### src/rtl/rv_pkg.sv
// rv_pkg: shared register-file constants and the priority port-match helper
package rv_pkg;
    localparam int RV_XLEN  = 32;
    localparam int RV_NREGS = 32;
    localparam int RV_AW    = $clog2(RV_NREGS);
    // Match helper works on vectors padded to these maxima so one function serves every port count
    localparam int RV_MAXP  = 8;
    localparam int RV_MAXAW = 8;
    typedef logic [$clog2(RV_MAXP)-1:0] pidx_t;
    typedef struct packed {
        logic  hit;
        pidx_t idx;
    } match_t;
    // Highest-index enabled port whose address equals addr
    function automatic match_t port_prio_match(
        input logic [RV_MAXAW-1:0]         addr,
        input logic [RV_MAXP-1:0]          en_vec,
        input logic [RV_MAXP*RV_MAXAW-1:0] addr_vec
    );
        match_t m;
        m = '0;
        for (int i = 0; i < RV_MAXP; i++)
            if (en_vec[i] && addr_vec[i*RV_MAXAW +: RV_MAXAW] == addr) begin
                m.hit = 1'b1;
                m.idx = pidx_t'(i);
            end
        return m;
    endfunction
endpackage

### src/rtl/regfile_scoreboard.sv
// regfile_scoreboard: per-register busy bits (issue sets, write-back clears, flush/reset clear all)
//   clk, rst          clock, synchronous active-high reset
//   iss_en, iss_rd    producer dispatch strobes and destinations
//   wr_en, wr_addr    write-back strobes and destinations
//   flush             discard all pending producers
//   busy_vec          scoreboard state; bit 0 stays 0
module regfile_scoreboard
    import rv_pkg::*;
#(
    parameter int NREGS = RV_NREGS,
    parameter int NWR   = 2,
    parameter int AW    = $clog2(NREGS)
) (
    input  logic            clk,
    input  logic            rst,
    input  logic [NWR-1:0]    iss_en,
    input  logic [NWR*AW-1:0] iss_rd,
    input  logic [NWR-1:0]    wr_en,
    input  logic [NWR*AW-1:0] wr_addr,
    input  logic              flush,
    output logic [NREGS-1:0]  busy_vec
);
    logic [RV_MAXP*RV_MAXAW-1:0] ia_pad, wa_pad;
    logic [NREGS-1:0]            iss_hit, wr_hit;
    always_comb begin
        ia_pad = '0;
        wa_pad = '0;
        for (int j = 0; j < NWR; j++) begin
            ia_pad[j*RV_MAXAW +: RV_MAXAW] = RV_MAXAW'(iss_rd[j*AW +: AW]);
            wa_pad[j*RV_MAXAW +: RV_MAXAW] = RV_MAXAW'(wr_addr[j*AW +: AW]);
        end
        for (int r = 0; r < NREGS; r++) begin
            iss_hit[r] = port_prio_match(RV_MAXAW'(r), RV_MAXP'(iss_en), ia_pad).hit;
            wr_hit[r]  = port_prio_match(RV_MAXAW'(r), RV_MAXP'(wr_en), wa_pad).hit;
        end
    end
    // Issue beats a same-cycle write-back clear: the new producer owns the register
    always_ff @(posedge clk) begin
        if (rst || flush)
            busy_vec <= '0;
        else
            for (int r = 1; r < NREGS; r++)
                busy_vec[r] <= iss_hit[r] ? 1'b1 : wr_hit[r] ? 1'b0 : busy_vec[r];
    end
endmodule

### src/rtl/regfile_mp_scoreboard.sv
// regfile_mp_scoreboard: multi-port register file with write-to-read bypass and RAW busy scoreboard
//   rd_addr/rd_data/rd_busy   NRD combinational read ports
//   wr_en/wr_addr/wr_data     NWR write-back ports, highest index wins on collision
//   iss_en/iss_rd, flush      scoreboard set / flush controls
//   busy_vec                  raw scoreboard state
module regfile_mp_scoreboard
    import rv_pkg::*;
#(
    parameter int XLEN   = RV_XLEN,
    parameter int NREGS  = RV_NREGS,
    parameter int NRD    = 4,
    parameter int NWR    = 2,
    parameter int BYPASS = 1,
    localparam int AW    = $clog2(NREGS)
) (
    input  logic                clk,
    input  logic                rst,
    input  logic [NRD*AW-1:0]   rd_addr,
    output logic [NRD*XLEN-1:0] rd_data,
    output logic [NRD-1:0]      rd_busy,
    input  logic [NWR-1:0]      wr_en,
    input  logic [NWR*AW-1:0]   wr_addr,
    input  logic [NWR*XLEN-1:0] wr_data,
    input  logic [NWR-1:0]      iss_en,
    input  logic [NWR*AW-1:0]   iss_rd,
    input  logic                flush,
    output logic [NREGS-1:0]    busy_vec
);
    logic [XLEN-1:0]             regs [NREGS];
    logic [RV_MAXP*RV_MAXAW-1:0] wa_pad;
    match_t                      wm [NREGS];
    match_t                      rm [NRD];
    logic [AW-1:0]               ra [NRD];
    logic                        rv [NRD];
    logic                        bh [NRD];
    regfile_scoreboard #(.NREGS(NREGS), .NWR(NWR), .AW(AW)) u_sb (
        .clk(clk), .rst(rst), .iss_en(iss_en), .iss_rd(iss_rd),
        .wr_en(wr_en), .wr_addr(wr_addr), .flush(flush), .busy_vec(busy_vec)
    );
    always_comb begin
        wa_pad = '0;
        for (int j = 0; j < NWR; j++)
            wa_pad[j*RV_MAXAW +: RV_MAXAW] = RV_MAXAW'(wr_addr[j*AW +: AW]);
        for (int r = 0; r < NREGS; r++)
            wm[r] = port_prio_match(RV_MAXAW'(r), RV_MAXP'(wr_en), wa_pad);
    end
    // Out-of-range write addresses never match a stored register, so they drop naturally
    always_ff @(posedge clk) begin
        if (rst)
            for (int r = 0; r < NREGS; r++) regs[r] <= '0;
        else
            for (int r = 1; r < NREGS; r++)
                if (wm[r].hit) regs[r] <= wr_data[int'(wm[r].idx)*XLEN +: XLEN];
    end
    always_comb begin
        rd_data = '0;
        rd_busy = '0;
        for (int k = 0; k < NRD; k++) begin
            ra[k] = rd_addr[k*AW +: AW];
            rv[k] = ra[k] != '0 && int'(ra[k]) < NREGS;
            rm[k] = port_prio_match(RV_MAXAW'(ra[k]), RV_MAXP'(wr_en), wa_pad);
            bh[k] = BYPASS != 0 && rm[k].hit;
            rd_data[k*XLEN +: XLEN] = !rv[k] ? '0 : bh[k] ? wr_data[int'(rm[k].idx)*XLEN +: XLEN] : regs[ra[k]];
            rd_busy[k] = rv[k] && busy_vec[ra[k]] && !bh[k];
        end
    end
endmodule
### config.mk
export PLATFORM = sky130hd
export DESIGN_NAME = regfile_mp_scoreboard
export DESIGN_NICKNAME = d
export VERILOG_FILES = /design/src/rtl/rv_pkg.sv /design/src/rtl/regfile_scoreboard.sv /design/src/rtl/regfile_mp_scoreboard.sv
export SDC_FILE = /design/constraint.sdc
export NUM_CORES = 2
export LEC_CHECK = 0
export ABC_CLOCK_PERIOD_IN_PS = 6700
export CAP_MARGIN = 20
export CELL_PAD_IN_SITES_DETAIL_PLACEMENT = 2
export CELL_PAD_IN_SITES_GLOBAL_PLACEMENT = 2
export CORE_ASPECT_RATIO = 1.25
export CORE_MARGIN = 3
export CORE_UTILIZATION = 45
export CTS_CLUSTER_DIAMETER = 200
export DETAILED_ROUTE_END_ITERATION = 8
export PLACE_DENSITY_LB_ADDON = 0.1
export SETUP_SLACK_MARGIN = 0.4
export SLEW_MARGIN = 20
export SYNTH_ARGS = -nofsm -noshare
export SYNTH_HDL_FRONTEND = slang
export SYNTH_SLANG_ARGS = --single-unit
### constraint.sdc
create_clock -name clk -period 6.7 [get_ports clk]
set_input_delay 1.34 -clock clk [delete_from_list [all_inputs] [get_ports clk]]
set_output_delay 1.34 -clock clk [all_outputs]
set_load 0.03 [all_outputs]
### Word-level counts from Yosys, hierarchy flattened

Memories as Yosys holds them, arrays and structs flattened.
Cells that the tools add are included.

* register bits: 31
* memory bits (writable): 1024
* input bits: 111
* output and inout port bits: 164
* logic and storage cells: 750
* memories: 1

* order comparisons: 4
* equal/unequal tests: 132
* shift-type cells: 35
* multiplexer cells: 336
* bitwise logic cells: 31
* reductions and logical operators: 180

Memories
* regs: depth 32, bits a word 32, read ports 4, clocked after Yosys merged registers in 0, wr ports 32, RTL line regfile_mp_scoreboard.sv:29 `logic [XLEN-1:0] regs [NREGS];`

Operator list (number)
* 64-bit by 9-bit indexed part select with 32-bit output: 35
* 32-bit 2-to-1 mux: 39
* 4-bit 2-to-1 mux: 132
* 5-bit equality test, second input constant: 64
* 1-bit 2-to-1 mux: 161
* 5-bit by 4-bit equality test with 1-bit output, second input constant: 32
* 1-bit logical AND: 140
* 5-bit by 3-bit equality test with 1-bit output, second input constant: 16
* 2-bit nonzero test: 31
* 5-bit by 2-bit equality test with 1-bit output, second input constant: 8
* 5-bit equality test: 8
* 1-bit OR: 31
* 5-bit by 6-bit less-than comparator with 1-bit output, second input constant: 4
* 1-bit binary-select mux with 5-bit select: 4
* 5-bit by 1-bit equality test with 1-bit output, second input constant: 4
* 5-bit nonzero test: 4
* 1-bit logical NOT: 4
* 1-bit logical OR: 1

### Longest topological paths before layout

* depth after elaboration: 8
* depth in mapped cells: 10
* mapped depth without buffers: 5

### Modules after synthesis

From an unflattened synthesis, not the netlist that was laid out.

* cell total of the unflattened synthesis: 8190
* area, all modules: 83714.0 sq um

Modules (own cells, without submodules)
* regfile_mp_scoreboard: times used 1, cells an instance 7999, area an instance 81901.0 sq um, sequential area each 29788.6 sq um
* regfile_scoreboard: times used 1, cells an instance 191, area an instance 1813.0 sq um, sequential area each 620.6 sq um

### Worst setup path before layout

Ideal clock, no wire load.

* path kind: input to output
* start point: input rd_addr[3]
* end point: output rd_data[2]
* data arrival time: 3448 ps
* slack: 1912 ps
* cell stages on the path: 7
* cell sequence: clkbuf_1 -> xor2_1 -> nor4_1 -> a31o_2 -> clkbuf_1 -> o22ai_1 -> o21ai_0

* word-level cells in the longest chain between the ends: 6

Ends and longest elaborated chain
* start, declared: RTL line regfile_mp_scoreboard.sv:18 `input logic [NRD*AW-1:0] rd_addr,`
* 5-bit equality test: RTL line rv_pkg.sv:23 `if (en_vec[i] && addr_vec[i*RV_MAXAW +: RV_MAXAW] == addr) begin`
* 1-bit logical AND: RTL line rv_pkg.sv:23
* 4-bit 2-to-1 mux: RTL line rv_pkg.sv:23
* 64-bit by 9-bit indexed part select with 32-bit output or 4-bit 2-to-1 mux (tied branches): RTL line regfile_mp_scoreboard.sv:63, rv_pkg.sv:23
* 32-bit 2-to-1 mux: RTL line regfile_mp_scoreboard.sv:63 `rd_data[k*XLEN +: XLEN] = !rv[k] ? '0 : bh[k] ? wr_data[int'(rm[k].idx)*XLEN +: XLEN] : regs[ra[k]];`
* 32-bit 2-to-1 mux *: RTL line regfile_mp_scoreboard.sv:63
* end, declared: RTL line regfile_mp_scoreboard.sv:19 `output logic [NRD*XLEN-1:0] rd_data,`

Mark *: on every way between the ends. The rest lies on a longest branch, timed or not.

### Worst setup path after layout

* start point: input wr_addr[5]
* end point: output rd_data[75]

* word-level cells in the longest chain between the ends: 6

Ends and longest elaborated chain
* start, declared: RTL line regfile_mp_scoreboard.sv:22 `input logic [NWR*AW-1:0] wr_addr,`
* 5-bit equality test *: RTL line rv_pkg.sv:23
* 1-bit logical AND *: RTL line rv_pkg.sv:23
* 4-bit 2-to-1 mux *: RTL line rv_pkg.sv:23
* 64-bit by 9-bit indexed part select with 32-bit output: RTL line regfile_mp_scoreboard.sv:63
* 32-bit 2-to-1 mux * (2 in a row): RTL line regfile_mp_scoreboard.sv:63

Marks and branches as above.

==> results_dict.tcl <==
set metrics [dict create \
    grt_max_degree 198 \
    cp.arrival_ps 5090 \
    dieArea_sq_um 191000 \
    peakVddDrop_v 0.000281 \
    cts_max_path_buffers 3 \
    gr-total-overflow 0 \
    layout-drive-gt1-share 0.246 \
    clk_latency_ps 830 \
    async_flop_share 0 \
    synth.area.top_cells "edfxtp_1 (36%), mux4_2 (24%), nand2_1 (10%)" \
    hp-class "reg -> reg" \
    hold_viol 0 \
    yosysTopAreaCell "edfxtp_1" \
    dr.pass1.iters 9 \
    grt_pass1_wl_microns 719000 \
    cts_buffers 132 \
    critical_path.max_stage_delay_ps 910 \
    cts_max_level 4 \
    skew_ps 0 \
    cp-startpoint "wr_addr[5]" \
    syn_area_per_cell_sq_um 10.2 \
    wl_per_cell_microns 50.5 \
    setup_violations 0 \
    syn_to_final_growth_pct 13.3 \
    final_common_cell "nand2_1" \
    worst_path_max_delay_cell "clkdlybuf4s50_1" \
    ys_warn_count 0 \
    synth_nets 8325 \
    initial_core_util 0.453 \
    total_power_mw 21.7 \
    start_kind "primary input" \
    dieWidth_microns 391 \
    cts-root-buf "clkbuf_16" \
    synth_edf_count 992 \
    p_leak_nw 33.9 \
    path_cells "clkdlybuf4s50_1 -> xnor2_1 -> nand4_1 -> or2_4 -> buf_12 -> and4_1 -> a21oi_1 -> buf_12" \
    syn_inst 8214 \
    violations "design-rule violations" \
    tightest_slew_ps 1330 \
    ios 275 \
    first_iter_violations 18197 \
    cts_tree "yes" \
    die_y_microns 487 \
    drc 3 \
    slew-limit-headroom 0.113 \
    grt_pass1_vias 89163 \
    run_status "finished, violations left" \
    fin_crit_ps 6430 \
    dp_slack_ps 176 \
    cap_viol_max_count 0 \
    fin_tns_setup_ps 0 \
    num_vias 87933 \
    port_buffers 273 \
    cts.sink_count 1023 \
    fill_cells 18335 \
    min_period_over_period 0.959 \
    crit_path_frequent_cell "buf_12" \
    post-route-worst-setup-slack_ps 274 \
    drv_slew 0 \
    dpl_cell_area_sq_um 90100 \
    end_kind "primary output" \
    postCtsHoldBufs 0 \
    clk_pin_slew_worst_paths_ps 60 \
    worstSetupEndpoint "rd_data[75]" \
    r2r-end "u_sb.busy_vec[22]" \
    reg2reg_from "u_sb.busy_vec[22]" \
    synth-seq-cells 1023 \
    totalWireLength_microns 529000 \
    rsz0062_at_grt "no" \
    gp_congestion 0.992 \
    ys_types 61 \
    core_sq_um 184000 \
    synthFlopType "edfxtp_1" \
    rrSetupSlack_ps 5500 \
    ant_nets 0 \
    postLayoutCoreUtil 0.513 \
    crit_path_max_fanout 27 \
    powerDensity_nw_per_um2 230 \
    register_area_sq_um 30400 \
    fin_nets 8039 \
    multi_input_area_sq_um 49000 \
    rows 176 \
    design_area_sq_um 94500 \
    mostFrequentLayoutCells "nand2_1 (2191), a21oi_1 (1177), edfxtp_1 (992)" \
    vias_per_cell 8.40 \
    crit_type "in -> out" \
    synth_top_area_frac 0.357 \
    seq_area_frac_synth 0.365 \
    fmax_ghz 0.156 \
    synth_area_sq_um 83400 \
    gr-usage-all-layers 0.543 \
    reg2reg_depth 2 \
    dp_hpwl_microns 321000 \
    cp_data_required_time_ps 5360 \
    antenna_found_initial 65 \
]
==> metrics by stage <==
stage / hold slack [ps] / instances
CTS: 622 / 10426
global placement: 609 / 10188
global route: 645 / 10434
detailed placement: 617 / 10189
floorplan: 628 / 8214
finish: 634 / 10469
==> routing by layer <==
metal,track usage,part of all wire
met1,0.623,0.31
met5,0.0274,0.0011
met4,0.444,0.10
met3,0.271,0.17
met2,0.753,0.41
==> cell usage after synthesis, drive strengths merged, types with 67 or more instances <==
| cell | number |
|---|---|
| edfxtp | 992 |
| inv | 67 |
| a221oi | 91 |
| o22ai | 91 |
| nand3 | 74 |
| mux2i | 324 |
| a21oi | 1179 |
| clkbuf | 679 |
| mux2 | 163 |
| a22oi | 246 |
| mux4 | 878 |
| nor2 | 141 |
| buf | 407 |
| nand2 | 2216 |
==> power by group <==
group          switching, mW  internal, mW  leakage (nW)  total (mW)
Clock                   3.28          4.13          2.04        7.40
Combinational           3.79          2.41          22.0        6.20
Sequential             0.554          7.55          9.80        8.10
==> cell families after synthesis <==
family,after synthesis,share of synthesized area
compound gates,1913,0.139
xor+xnor,40,0.00420
buf+inv,1154,0.0579
flops,1023,0.365
mux,1365,0.298
other cells,1,0.0000450
simple gates,2718,0.137
==> timing repair <==
| item | CTS | global route |
|---|---|---|
| setup buffers | 5 | 2 |
| endpoints found under the setup margin | 5 | 12 |
| cloned | 0 | 1 |
| pin swaps | 1 | 2 |
| resized for setup | 3 | 6 |
==> final cells by class <==
cell class,instances,area share
diodes,40,0.00106
clock buffers,162,0.0373
clock inverters,70,0.00710
inverters,68,0.00270
multi-input cells,6038,0.518
flip-flops and latches,1023,0.322
well taps,2403,0.0318
repair buffers,665,0.0802
==> state kept, by name, summed over array words and instances, names as in the netlist <==
| name | count |
|---|---|
| u_sb.busy_vec | 31 |
| regs | 992 |
==> worst min-delay path by stage <==
stage,from,endpoint,slack [ps],cells after the start
3_5_place_dp,u_sb.busy_vec[30],u_sb.busy_vec[30],620,2
2_1_floorplan,u_sb.busy_vec[18],u_sb.busy_vec[18],630,2
3_3_place_gp,u_sb.busy_vec[30],u_sb.busy_vec[30],610,2
4_1_cts,u_sb.busy_vec[30],u_sb.busy_vec[30],620,2
5_1_grt,u_sb.busy_vec[30],u_sb.busy_vec[30],640,2
6_report,u_sb.busy_vec[30],u_sb.busy_vec[30],630,2
==> critical path, delay by kind of cell <==
| kind | cells | cell delay, ps |
|---|---|---|
| AND/OR/NAND/NOR | 3 | 1610 |
| AO/OA/AOI/OAI | 1 | 380 |
| XOR/XNOR | 1 | 180 |
| buffers and inverters | 3 | 1520 |
Note: power is estimated with default switching activity, not from simulation.
